==> src/rtl/uart_tx_fifo.sv <==
// 8N1 UART transmitter fed by a byte FIFO. On an idle, empty block the start bit begins one cycle after a push.
// in_ready is low while the FIFO is full; a pop in the same cycle does not free a slot for that push.

module fifo #(
  parameter int WIDTH = 8,
  parameter int DEPTH = 8
) (
  input  logic                   clock,
  input  logic                   reset_n,
  input  logic                   push,
  input  logic [WIDTH-1:0]       push_dat,
  input  logic                   pop,
  output logic [WIDTH-1:0]       pop_dat,
  output logic                   full,
  output logic [$clog2(DEPTH):0] level
);
  localparam int AW = $clog2(DEPTH);
  localparam logic [AW:0] FULL_LVL = DEPTH[AW:0];

  logic [WIDTH-1:0] mem [DEPTH];
  logic [AW:0]      wr_ptr;
  logic [AW:0]      rd_ptr;

  // Extra pointer bit separates full from empty when the indices match.
  always_ff @(posedge clock or negedge reset_n) begin
    if (!reset_n) begin
      wr_ptr <= '0;
      rd_ptr <= '0;
    end else begin
      if (push) wr_ptr <= wr_ptr + 1'b1;
      if (pop)  rd_ptr <= rd_ptr + 1'b1;
    end
  end

  always_ff @(posedge clock) begin
    if (push) mem[wr_ptr[AW-1:0]] <= push_dat;
  end

  assign level   = wr_ptr - rd_ptr;
  assign full    = (level == FULL_LVL);
  assign pop_dat = mem[rd_ptr[AW-1:0]];
endmodule

module uart_tx_fifo #(
  parameter int CLKS_PER_BIT = 868,
  parameter int FIFO_DEPTH   = 8,
  parameter int STOP_BITS    = 1
) (
  input  logic                        clock,
  input  logic                        reset_n,
  input  logic                        in_valid,
  input  logic [7:0]                  in_data,
  output logic                        in_ready,
  output logic                        txd,
  output logic                        busy,
  output logic [$clog2(FIFO_DEPTH):0] level
);
  localparam int BW = $clog2(CLKS_PER_BIT);
  localparam logic [BW-1:0] BAUD_LAST = BW'(CLKS_PER_BIT - 1);
  localparam logic [2:0]    STOP_LAST = 3'(STOP_BITS - 1);

  typedef enum logic [1:0] {IDLE, START, DATA, STOP} state_t;

  state_t        state;
  logic [BW-1:0] baud_cnt;
  logic [2:0]    bit_idx;
  logic [7:0]    shift;
  logic [7:0]    head;
  logic          full;
  logic          push;
  logic          pop;
  logic          bit_end;
  logic          frame_end;

  assign bit_end   = (baud_cnt == BAUD_LAST);
  assign frame_end = (state == STOP) && bit_end && (bit_idx == STOP_LAST);
  assign in_ready  = !full;
  assign push      = in_valid && !full;
  assign pop       = (level != '0) && ((state == IDLE) || frame_end);

  fifo #(.WIDTH(8), .DEPTH(FIFO_DEPTH)) u_fifo (
    .clock    (clock),
    .reset_n  (reset_n),
    .push     (push),
    .push_dat (in_data),
    .pop      (pop),
    .pop_dat  (head),
    .full     (full),
    .level    (level)
  );

  // txd is loaded with the value of the bit about to start, so it changes only on clock edges.
  always_ff @(posedge clock or negedge reset_n) begin
    if (!reset_n) begin
      state    <= IDLE;
      baud_cnt <= '0;
      bit_idx  <= '0;
      shift    <= '0;
      txd      <= 1'b1;
      busy     <= 1'b0;
    end else begin
      baud_cnt <= bit_end ? '0 : baud_cnt + 1'b1;
      case (state)
        IDLE: begin
          baud_cnt <= '0;
          if (pop) begin
            shift <= head;
            state <= START;
            txd   <= 1'b0;
            busy  <= 1'b1;
          end
        end
        START: begin
          if (bit_end) begin
            state   <= DATA;
            bit_idx <= '0;
            txd     <= shift[0];
          end
        end
        DATA: begin
          if (bit_end) begin
            shift <= shift >> 1;
            if (bit_idx == 3'd7) begin
              state   <= STOP;
              bit_idx <= '0;
              txd     <= 1'b1;
            end else begin
              bit_idx <= bit_idx + 1'b1;
              txd     <= shift[1];
            end
          end
        end
        STOP: begin
          if (bit_end) begin
            if (bit_idx != STOP_LAST) begin
              bit_idx <= bit_idx + 1'b1;
            end else if (pop) begin
              shift   <= head;
              state   <= START;
              bit_idx <= '0;
              txd     <= 1'b0;
            end else begin
              state   <= IDLE;
              bit_idx <= '0;
              busy    <= 1'b0;
            end
          end
        end
        default: state <= IDLE;
      endcase
    end
  end
endmodule
==> config.mk <==
export PLATFORM = sky130hd
export DESIGN_NAME = uart_tx_fifo
export DESIGN_NICKNAME = d
export VERILOG_FILES = /design/src/rtl/uart_tx_fifo.sv
export SDC_FILE = /design/constraint.sdc
export NUM_CORES = 1
export LEC_CHECK = 0
export BUFFER_PORTS_ARGS = -buffer_cell sky130_fd_sc_hd__buf_4
export CAP_MARGIN = 20
export CELL_PAD_IN_SITES_DETAIL_PLACEMENT = 0
export CELL_PAD_IN_SITES_GLOBAL_PLACEMENT = 1
export CORE_ASPECT_RATIO = 1.4
export CORE_UTILIZATION = 53
export DETAILED_ROUTE_END_ITERATION = 12
export PLACE_DENSITY_LB_ADDON = 0.1
export SLEW_MARGIN = 10
export SYNTH_ARGS = -nofsm -noshare
export SYNTH_HDL_FRONTEND = slang
export SYNTH_SLANG_ARGS = --single-unit
==> constraint.sdc <==
create_clock -name clock -period 8.92 [get_ports clock]
set_input_delay 1.338 -clock clock [delete_from_list [all_inputs] [get_ports clock]]
set_output_delay 1.338 -clock clock [all_outputs]
set_load 0.02 [all_outputs]
# Yosys cells after proc, flatten, opt, wreduce, memory -nomap -nowiden
# Memories as Yosys holds them, arrays and structs flattened.
# Cells that the tools add are included.
[word_totals] ff_bits=33 input_bits=11 out_inout_bits=7 ramBits=64 n_memories=1 elab_cells=80
[op_classes] mux=35 n_reduce_logical=18 eq_ne=13 n_addsub=5
[memory_table] memory="u_fifo.mem" depth=8 word_bits=8 rd=1 rd_clocked_by_memory_dff=0 wr=1 line="20" text="logic [WIDTH-1:0] mem [DEPTH];"
[op_table] cell="8-bit 2-to-1 mux" count=4
[op_table] cell="8-bit case mux with 3 select lines" count=1
[op_table] cell="10-bit 2-to-1 mux" count=2
[op_table] cell="3-bit 2-to-1 mux" count=5
[op_table] cell="2-bit != test (second input constant)" count=7
[op_table] cell="1-bit 2-to-1 mux" count=13
[op_table] cell="2-bit 2-to-1 mux" count=6
[op_table] cell="4-bit AND reduction" count=3
[op_table] cell="10-bit by 1-bit adder with 10-bit output (second input constant)" count=1
[op_table] cell="10-bit equality test (second input constant)" count=1
[op_table] cell="3-bit case mux with 3 select lines" count=1
[op_table] cell="3-bit nonzero test" count=3
[op_table] cell="4-bit by 1-bit adder with 4-bit output (second input constant)" count=2
[op_table] cell="2-bit case mux with 4 select lines" count=1
[op_table] cell="6-bit AND reduction" count=1
[op_table] cell="5-bit AND reduction" count=1
[op_table] cell="2-bit equality test (second input constant)" count=2
[op_table] cell="4-bit equality test (second input constant)" count=1
[op_table] cell="1-bit logical AND" count=4
[op_table] cell="1-bit case mux with 4 select lines" count=1
[op_table] cell="4-bit nonzero test" count=1
[op_table] cell="4-bit subtractor" count=1
[op_table] cell="3-bit by 1-bit adder with 3-bit output (second input constant)" count=1
[op_table] cell="3-bit equality test (second input constant)" count=1
[op_table] cell="7 further kinds" count=7

# Logic depth before layout (Yosys ltp)
[depth] word_depth=9 ltp_mapped=11 mapped_depth_nobuf=9

# Cells and area by module
# From an unflattened synthesis, not the netlist that was laid out.
[hier_totals] hier_cells=325 hier_area_um2=4459.3
[by_module_without_submodules] module="fifo" instances=1 cells_per_inst=162 area_each_um2=2954.1 seq_area_each_um2=2122.0
[by_module_without_submodules] module="uart_tx_fifo" instances=1 cells_per_inst=163 area_each_um2=1505.2 seq_area_each_um2=626.9

# Worst setup path before layout
# OpenSTA, ideal clock, no wires.
[synth_path] path_kind="register to output" startpoint="reg u_fifo.rd_ptr[1]" endpoint="out in_ready" path_slack_ns=5.276 path_stages_with_launch=8 n_path_buf=2 required_ns=7.582 arrival_ns=2.306 cell_sequence="dfrtp_1 clkbuf_1 clkbuf_1 inv_1 fa_1 xor2_1 nor3_1 nand2_1"
[synth_between] elab_chain_cells=3
[synth_rtl] element="start, declared" line="22" text="logic [AW:0] rd_ptr;"
[synth_rtl] element="start signal, assigned" line="31" text="if (pop) rd_ptr <= rd_ptr + 1'b1;"
[synth_rtl] element="4-bit subtractor" line="39" text="assign level = wr_ptr - rd_ptr;"
[synth_rtl] element="named net level[2]" line="56" text="output logic [$clog2(FIFO_DEPTH):0] level"
[synth_rtl] element="4-bit equality test" line="40" text="assign full = (level == FULL_LVL);"
[synth_rtl] element="1-bit logical NOT" line="77" text="assign in_ready = !full;"
[synth_rtl] element="end, declared" line="53" text="output logic in_ready,"
# The timed path passes the listed nets, and every way through them passes these cells.

# Worst setup path after layout
[layout_path] startpoint="reg u_fifo.rd_ptr[1]" endpoint="out in_ready"
[layout_between] elab_chain_cells=3
[layout_rtl] element="4-bit subtractor" line="39"
[layout_rtl] element="4-bit equality test" line="40"
[layout_rtl] element="1-bit logical NOT" line="77"
# Every way passes these cells.

==> results.yml <==
global_routing:
  grt_max_degree: 34
  antenna_found_initial: 0
  grt-ovfl-total: 0
  grt_pass1_wl_um: 11970
  grt_usage_pct: 19.09
  grt_pass1_vias: 2377
sta:
  fin_setup_tns_ns: 0
  holdWs_ns: 0.4921
  relSlewSlack_pct: 46.82
  rsz0062_at_grt: "false"
  fin_worst_skew_ns: 0.01025
  fin_ws_ns: 5.027
  period_needed_ns: 3.893
  period_share_pct: 43.64
  setup_viol: 0
  finalHoldViolCount: 0
  worst_pin_slew_ns: 0.7977
  slew_viol_final: 0
  max_freq_mhz: 256.9
min_path:
  min_path_type: "flip-flop to flip-flop"
pwr:
  clkPwrFrac_pct: 20.5
  cellPowerDensity_nw_per_um2: 360.1
  seq_power_share_pct: 37.8
  swShare_pct: 36.39
  power_mw: 1.796
  p_int_mw: 1.142
  vdd_ir_drop_max_mv: 0.1929
  p_sw_mw: 0.6534
  leakagePower_nw: 1.979
  comb_power_share_pct: 41.7
placed_design:
  portBuffers: 17
  place_area_um2: 4700
  pre_cts_ws_ns: 5.331
  place_congestion: 0.7290
  placedCellCount: 411
  place_hpwl_um: 5275
floorplanning:
  dieArea_um2: 8732
  die_w_um: 79.26
  initial_utilization_pct: 54.35
  coreArea_um2: 8149
  rows: 39
  num_io_pins: 18
  die_height_um: 110.2
synthesis:
  netlist_area_um2: 4429
  synth_edf_count: 64
  ys_warn_count: 0
  synth.area.top_cells: "edfxtp_1 43%, dfrtp_1 18%, mux4_2 8.1%"
  yosys_most_used_dff: "edfxtp_1"
  ys_types: 47
  synth.top_cell.area_share_pct: 43.39
  ys_ff_latch: 97
  synth_seq_area_share_pct: 62.06
  synth.avg_cell_area_um2: 15.07
  postSynthCellCount: 294
  async_flop_share_pct: 34.02
  syn-num-nets: 321
  synth_largest_area_cell: "edfxtp_1"
clocking:
  tritoncts: "built"
  cts.clk_slew.worst_paths_ns: 0.07
  cts_resized: 0
  clock_sinks: 97
  clkLatencyLatePin_ns: 0.34
  clk_path_buf_depth: 2
  post-cts-setup-buffer-count: 0
  htreeDepth: 3
  numCtsBuffers: 9
  ctsHoldBuffers: 0
  root_buffer: "clkbuf_16"
layout:
  fin_area_um2: 4986
  fin_cells: 427
  final_cell_mix: "64 x edfxtp_1, 32 x dfrtp_1, 26 x buf_4"
  area_growth_pct: 12.57
  fin_nets: 347
  fillers: 608
  fin_util_pct: 61.19
  layout-drive-gt1-share_pct: 25.23
  antenna_cells: 0
  final_common_cell: "edfxtp_1"
worst_setup_path:
  cpPeakStageDelay_ns: 0.86
  crit_fanout: 20
  path_common_cell: "inv_1"
  slowest_stage: "dfrtp_1"
  crit_chain: "inv_1, ha_1, nand3b_1, a21oi_1, nor2b_1, inv_1, nand2_1, buf_4"
  critical-path-top-delay-family: "flip-flops"
  crit_required_ns: 7.58
  path_class: "flip-flop to primary output"
  arrival_ns: 2.55
  worst-path-buf-inv: 3
  endpoint_kind: "primary output"
  startpoint_type: "flip-flop"
route:
  dr.pass1.iters: 4
  final_antenna_net_count: 0
  drt-initial-drc-count: 112
  post-route-drc-count: 0
  routed-via-count: 2402
  post_drt_wl_per_cell_um: 17.87
  vias_per_cell: 5.625
  finalWirelength_um: 7631
outcome:
  status: "finished clean"
job:
  maxCapViolations: 0
[flip-flops by register name, summed over array words and instances, names as in the netlist]
register / cells
baud_cnt: 10
bit_idx: 3
busy: 1
shift: 8
state: 2
txd: 1
u_fifo.mem: 64
u_fifo.rd_ptr: 4
u_fifo.wr_ptr: 4
[metal layers]
layer  routed length (µm)  GRT usage, %
met1                 3126         22.17
met2                 4230         35.71
met4                   76         7.792
met5                    0             0
met3                  197         1.975
[worst paths after layout]
check                           slack, ns  cells past startpoint             start          end
worst max register to register       5.41                      7  u_fifo.rd_ptr[1]     shift[6]
worst min register to register       0.49                      1       baud_cnt[0]  baud_cnt[0]
max in group asynchronous            7.65                      1           reset_n          txd
min in group asynchronous            0.93                      1           reset_n  baud_cnt[6]
worst min-delay path                 0.49                      1       baud_cnt[0]  baud_cnt[0]
worst max-delay path                 5.03                      8  u_fifo.rd_ptr[1]     in_ready
[cell usage after synthesis (9+ instances only)]
cell type  count
dfrtp_1       32
edfxtp_1      64
ha_1          15
inv_1         16
mux2i_1        9
mux4_2        16
nand2_1       14
nand3_1        9
nor2_1        16
o21ai_0       13
xor2_1         9
[cell type report]
| type | instances | area (µm²) | share of cell area [%] |
|---|---|---|---|
| Sequential cell | 97 | 2749 | 55.13 |
| Multi-Input combinational cell | 169 | 1564 | 31.37 |
| Clock buffer | 9 | 225.2 | 4.517 |
| Timing Repair Buffer | 26 | 195.2 | 3.915 |
| Tap cell | 102 | 127.6 | 2.560 |
| Inverter | 17 | 63.81 | 1.280 |
| Clock inverter | 7 | 61.31 | 1.230 |
[power groups by stage]
stage	sequential, mW	combinational [mW]	clock, mW
final	0.678	0.748	0.369
after detailed placement	0.688	0.762	0
after global placement	0.684	0.752	0
after CTS	0.681	0.762	0.375
after global routing	0.694	0.821	0.393
after floorplan	0.652	0.596	0
[kinds of logic (layout without fill, tap and decap cells)]
kind of cell             count (synthesis)  in the layout  synth area share [%]
flip-flops                              97             97                 62.06
AND/OR/NAND/NOR                         68             68                 9.040
multiplexers                            37             37                 13.90
AO/OA/AOI/OAI                           32             32                 4.520
buffers and inverters                   28             59                 2.627
adder cells (fa/ha/maj)                 16             16                 4.689
XOR/XNOR                                16             16                 3.164
No activity file was read; power rests on OpenSTA's default activity.
